**config.mk**
```make
export PLATFORM = sky130hd
export DESIGN_NAME = conv_line_ram
export DESIGN_NICKNAME = d
export VERILOG_FILES = /design/src/rtl/conv_line_ram.sv
export SDC_FILE = /design/constraint.sdc
export NUM_CORES = 1
export LEC_CHECK = 0
export CORE_AREA = 4 4 85 87
export CTS_CLUSTER_SIZE = 28
export DETAILED_ROUTE_END_ITERATION = 10
export DIE_AREA = 0 0 89 91
export HOLD_SLACK_MARGIN = 0.1
export PLACE_DENSITY = 0.8
export SETUP_SLACK_MARGIN = 0.15
export SLEW_MARGIN = 20
export SYNTH_ARGS = -nofsm -noshare
export SYNTH_HDL_FRONTEND = slang
export SYNTH_SLANG_ARGS = --single-unit
```
**constraint.sdc**
```tcl
create_clock -name clk -period 1.7 [get_ports clk]
set_input_delay 0.17 -clock clk [delete_from_list [all_inputs] [get_ports clk]]
set_output_delay 0.17 -clock clk [all_outputs]
set_load 0.02 [all_outputs]
```
**src/rtl/conv_line_ram.sv**
```systemverilog
// conv_line_ram: simple-dual-port line/weight buffer with clear-after-reset sequencer
// Ports:
//   clk, reset        clock and synchronous active-high reset
//   wr, wr_addr, din  write port
//   rd, rd_addr       read port request
//   dout, rd_valid    read result and its one-cycle valid strobe (RD_LAT cycles after rd)
//   busy              clear sequence running, rd/wr ignored
//   err               sticky out-of-range access flag
module conv_line_ram #(
    parameter int DATA_W = 8,
    parameter int ADDR_W = 3,
    parameter int DEPTH  = 8,
    parameter int RD_LAT = 1,
    parameter int BYPASS = 1
) (
    input  logic              clk,
    input  logic              reset,
    input  logic              wr,
    input  logic [ADDR_W-1:0] wr_addr,
    input  logic [DATA_W-1:0] din,
    input  logic              rd,
    input  logic [ADDR_W-1:0] rd_addr,
    output logic [DATA_W-1:0] dout,
    output logic              rd_valid,
    output logic              busy,
    output logic              err
);
    typedef enum logic {CLEAR, RUN} state_t;
    state_t            state;
    logic [ADDR_W-1:0] ptr;
    logic [DATA_W-1:0] mem [DEPTH];
    logic [DATA_W-1:0] q1, rdata, mem_wd;
    logic [ADDR_W-1:0] mem_wa;
    logic              v1, run, wr_in, rd_in, mem_we;
    always_comb begin
        run    = state == RUN;
        wr_in  = {1'b0, wr_addr} < (ADDR_W+1)'(DEPTH);
        rd_in  = {1'b0, rd_addr} < (ADDR_W+1)'(DEPTH);
        mem_we = !reset && (run ? wr && wr_in : 1'b1);
        mem_wa = run ? wr_addr : ptr;
        mem_wd = run ? din : '0;
        // out-of-range reads return zero; same-address write can forward din
        rdata  = !rd_in ? '0 :
                 (BYPASS != 0 && wr && wr_in && wr_addr == rd_addr) ? din : mem[rd_addr];
    end
    always_ff @(posedge clk)
        if (mem_we) mem[mem_wa] <= mem_wd;
    always_ff @(posedge clk) begin
        if (reset) begin
            state <= CLEAR;
            ptr   <= '0;
            q1    <= '0;
            v1    <= 1'b0;
            err   <= 1'b0;
        end else begin
            v1 <= run && rd;
            if (run && rd) q1 <= rdata;
            if (run && ((wr && !wr_in) || (rd && !rd_in))) err <= 1'b1;
            if (!run) begin
                ptr <= ptr + 1'b1;
                if (ptr == ADDR_W'(DEPTH - 1)) state <= RUN;
            end
        end
    end
    assign busy = state == CLEAR;
    generate
        if (RD_LAT == 2) begin : g_lat2
            logic [DATA_W-1:0] q2;
            logic              v2;
            always_ff @(posedge clk) begin
                if (reset) begin
                    q2 <= '0;
                    v2 <= 1'b0;
                end else begin
                    v2 <= v1;
                    if (v1) q2 <= q1;
                end
            end
            assign dout     = q2;
            assign rd_valid = v2;
        end else begin : g_lat1
            assign dout     = q1;
            assign rd_valid = v1;
        end
    endgenerate
endmodule

```
==> results.sh <==
export IMPL_status="finished clean"
export IMPL_worstReg2RegStart="run"
export IMPL_cap_violations=0
export IMPL_htreeDepth=3
export IMPL_drv_slew=0
export IMPL_seq_area_mm2=0.00219
export IMPL_grt_first_pass_wirelength_um=10200
export IMPL_die_area_mm2=0.00810
export IMPL_grt_usage_pct=17.5
export IMPL_max_freq_mhz=661
export IMPL_fin_crit_sh_pct=89.0
export IMPL_r2r_end="mem[0][2]"
export IMPL_via_count=1835
export IMPL_synthMuxAreaShare_pct=14.5
export IMPL_synth_area_leaders="edfxtp_1 59%, mux4_2 11%, dfxtp_1 8.0%"
export IMPL_final_cell_mix="64 x edfxtp_1, 25 x clkdlybuf4s50_1, 19 x buf_4, 16 x mux4_2, 12 x dfxtp_1"
export IMPL_syn_nets=211
export IMPL_drt_pass1_iterations=4
export IMPL_drive_gt1_share_pct=33.1
export IMPL_r2r_slack_ns=0.19
export IMPL_route_detailed_drc=0
export IMPL_ys_flop_type="edfxtp_1"
export IMPL_synth_top_area_share_pct=59.0
export IMPL_worstPathMaxFanout=6
export IMPL_antenna_found_initial=0
export IMPL_crit_start="run"
export IMPL_insertion_delay_ns=0.34
export IMPL_synth_distinct_cells=32
export IMPL_wire_per_inst_um=19.9
export IMPL_hpwlAfterDp_um=4280
export IMPL_ys_seq_elements=77
export IMPL_drtIter0Drc=88
export IMPL_areaGrowthSynthToFinish_pct=26.3
export IMPL_yosysTopAreaCell="edfxtp_1"
export IMPL_cts_path_max_buffers=2
export IMPL_fill_cells=443
export IMPL_core_region_area_mm2=0.00635
export IMPL_fin_util_pct=64.7
export IMPL_leakagePower_nw=1.48
export IMPL_arrival_ns=1.58
export IMPL_die_x_um=89
export IMPL_syn_inst=191
export IMPL_grt_max_degree=18
export IMPL_finClkSkew_ns=0.00837
export IMPL_synth_xor_area_share_pct=1.88
export IMPL_cp_end_kind="register"
export IMPL_total_power_mw=3.78
export IMPL_cp_start_kind="register"
export IMPL_path_clk_slew_ns=0.08
export IMPL_synth_top_family_by_area="multiplexers"
export IMPL_cts_buffers=9
export IMPL_antenna_cells=0
export IMPL_post_route_min_period_ns=1.51
export IMPL_cts_tree="built"
export IMPL_start_util_pct=51.3
export IMPL_endpoint="mem[0][2]"
export IMPL_final_common_cell="edfxtp_1"
export IMPL_wirelength_um=6570
export IMPL_synthAdderAreaFrac_pct=0.769
export IMPL_synth_area_per_cell_um2=17.0
export IMPL_clock_sinks=77
export IMPL_fp_row_count=29
export IMPL_synth_edff_count=64
export IMPL_setup_violations=0
export IMPL_hold_slack_ns=0.468
export IMPL_ios=29
export IMPL_portBuffers=27
export IMPL_p_per_area_mw_per_mm2=919
export IMPL_globalplace_congestion=0.790
export IMPL_ant_nets=0
export IMPL_required_ns=1.76
export IMPL_max_vdd_ir_drop_mv=0.602
export IMPL_grt_setup_unrepaired="true"
export IMPL_vias_per_cell=5.54
export IMPL_rr_worst_depth=6
export IMPL_hold_class="in -> reg"
export IMPL_ys_warn_count=0
export IMPL_overflow=0
export IMPL_synthArstFlopShare_pct=0
export IMPL_netlist_area_mm2=0.00326
export IMPL_synth_compound_area_share_pct=4.65
export IMPL_multi_input_comb_area_mm2=0.00102
export IMPL_ys_seq_area_share_pct=67.0
export IMPL_criticalPathCategory="reg -> reg"
export IMPL_fin_nets=269
export IMPL_ctsRootBufferMaster="clkbuf_8"
export IMPL_grt_pass1_vias=1859
export IMPL_synth_simple_area_share_pct=8.38
export IMPL_dieHeight_um=91
export IMPL_finalHoldViolCount=0
## metal layers
layer  global-route usage (%)  wire length [um]  vias to the layer above  share of wire [%]
met5                        0                 0                        -                  0
met4                     6.70               100                        0                1.5
met3                     2.99               428                       10                6.5
met1                     23.5              2660                      909                 40
met2                     28.3              3390                       53                 52
li1                         -                 -                      863                  -
## state kept, by name (all words and copies together), names as in the netlist
| register | count |
|---|---|
| dout | 8 |
| mem | 64 |
| run | 1 |
| rd_valid | 1 |
| ptr | 3 |
## report_power, final
| part | internal, mW | total (mW) | switching (mW) |
|---|---|---|---|
| sequential | 2.07 | 2.09 | 0.0215 |
| combinational | 0.185 | 0.347 | 0.162 |
| clock | 0.676 | 1.34 | 0.662 |
| total | 2.93 | 3.78 | 0.846 |
## timing repair
| action | CTS | global route |
|---|---|---|
| gates resized for setup | 6 | 6 |
| setup endpoints to repair | 46 | 37 |
| hold buffers | 0 | 0 |
| pin swaps | 0 | 1 |
| cloned | 1 | 0 |
| buffers inserted | 2 | 3 |
## how the worst min path moves through the flow
stage,slack [ns],from,depth (start not counted),end
2_1_floorplan,0.24,reset,1,ptr[0]
5_1_grt,0.46,din[0],3,dout[0]
6_report,0.47,din[0],3,dout[0]
3_3_place_gp,0.47,dout[6],2,dout[6]
4_1_cts,0.46,din[0],3,dout[0]
3_5_place_dp,0.46,dout[4],2,dout[4]
## worst max-delay path: stages (launching register included)
cell and delay, ns:
dfxtp_4 0.37, buf_4 0.15, o22ai_1 0.15, nand2b_1 0.11, buf_4 0.16, nor2_2 0.14
buf_4 0.16
## cells by family after synthesis
logic type,count (synthesis)
xor+xnor,4
flops,77
buf+inv,12
mux,26
fa+ha+maj,2
compound gates,16
other cells,1
simple gates,53
## synthesized netlist by cell type (2+ instances only)
master,n
ha_1,2
mux2i_1,9
inv_1,2
buf_6,4
xor2_1,2
o211ai_2,8
and2_1,9
edfxtp_1,64
a21oi_1,3
dfxtp_1,13
nor2_1,16
nor3_1,3
buf_4,2
nand3_1,9
a31oi_1,2
buf_2,3
nand2_1,10
mux4_2,16
## metrics by stage
stage	area (um2)	TNS, ns	setup WS (ns)	cells
detailed placement	3810	-2.72	-0.227	309
CTS	4060	0	0.143	328
floorplan	3280	0	0.152	191
finish	4110	0	0.187	331
global route	4110	0	0.114	331
global placement	3810	-2.05	-0.202	309
## final cells by class
type                    instances  share of cell area, %
flip-flops and latches         77                   53.2
multi-input cells             102                   24.9
repair buffers                 57                   14.8
clock buffers                  10                   3.10
well taps                      77                   2.34
clock inverters                 6                   1.52
inverters                       2                  0.183
(Power assumes the default switching activity.)
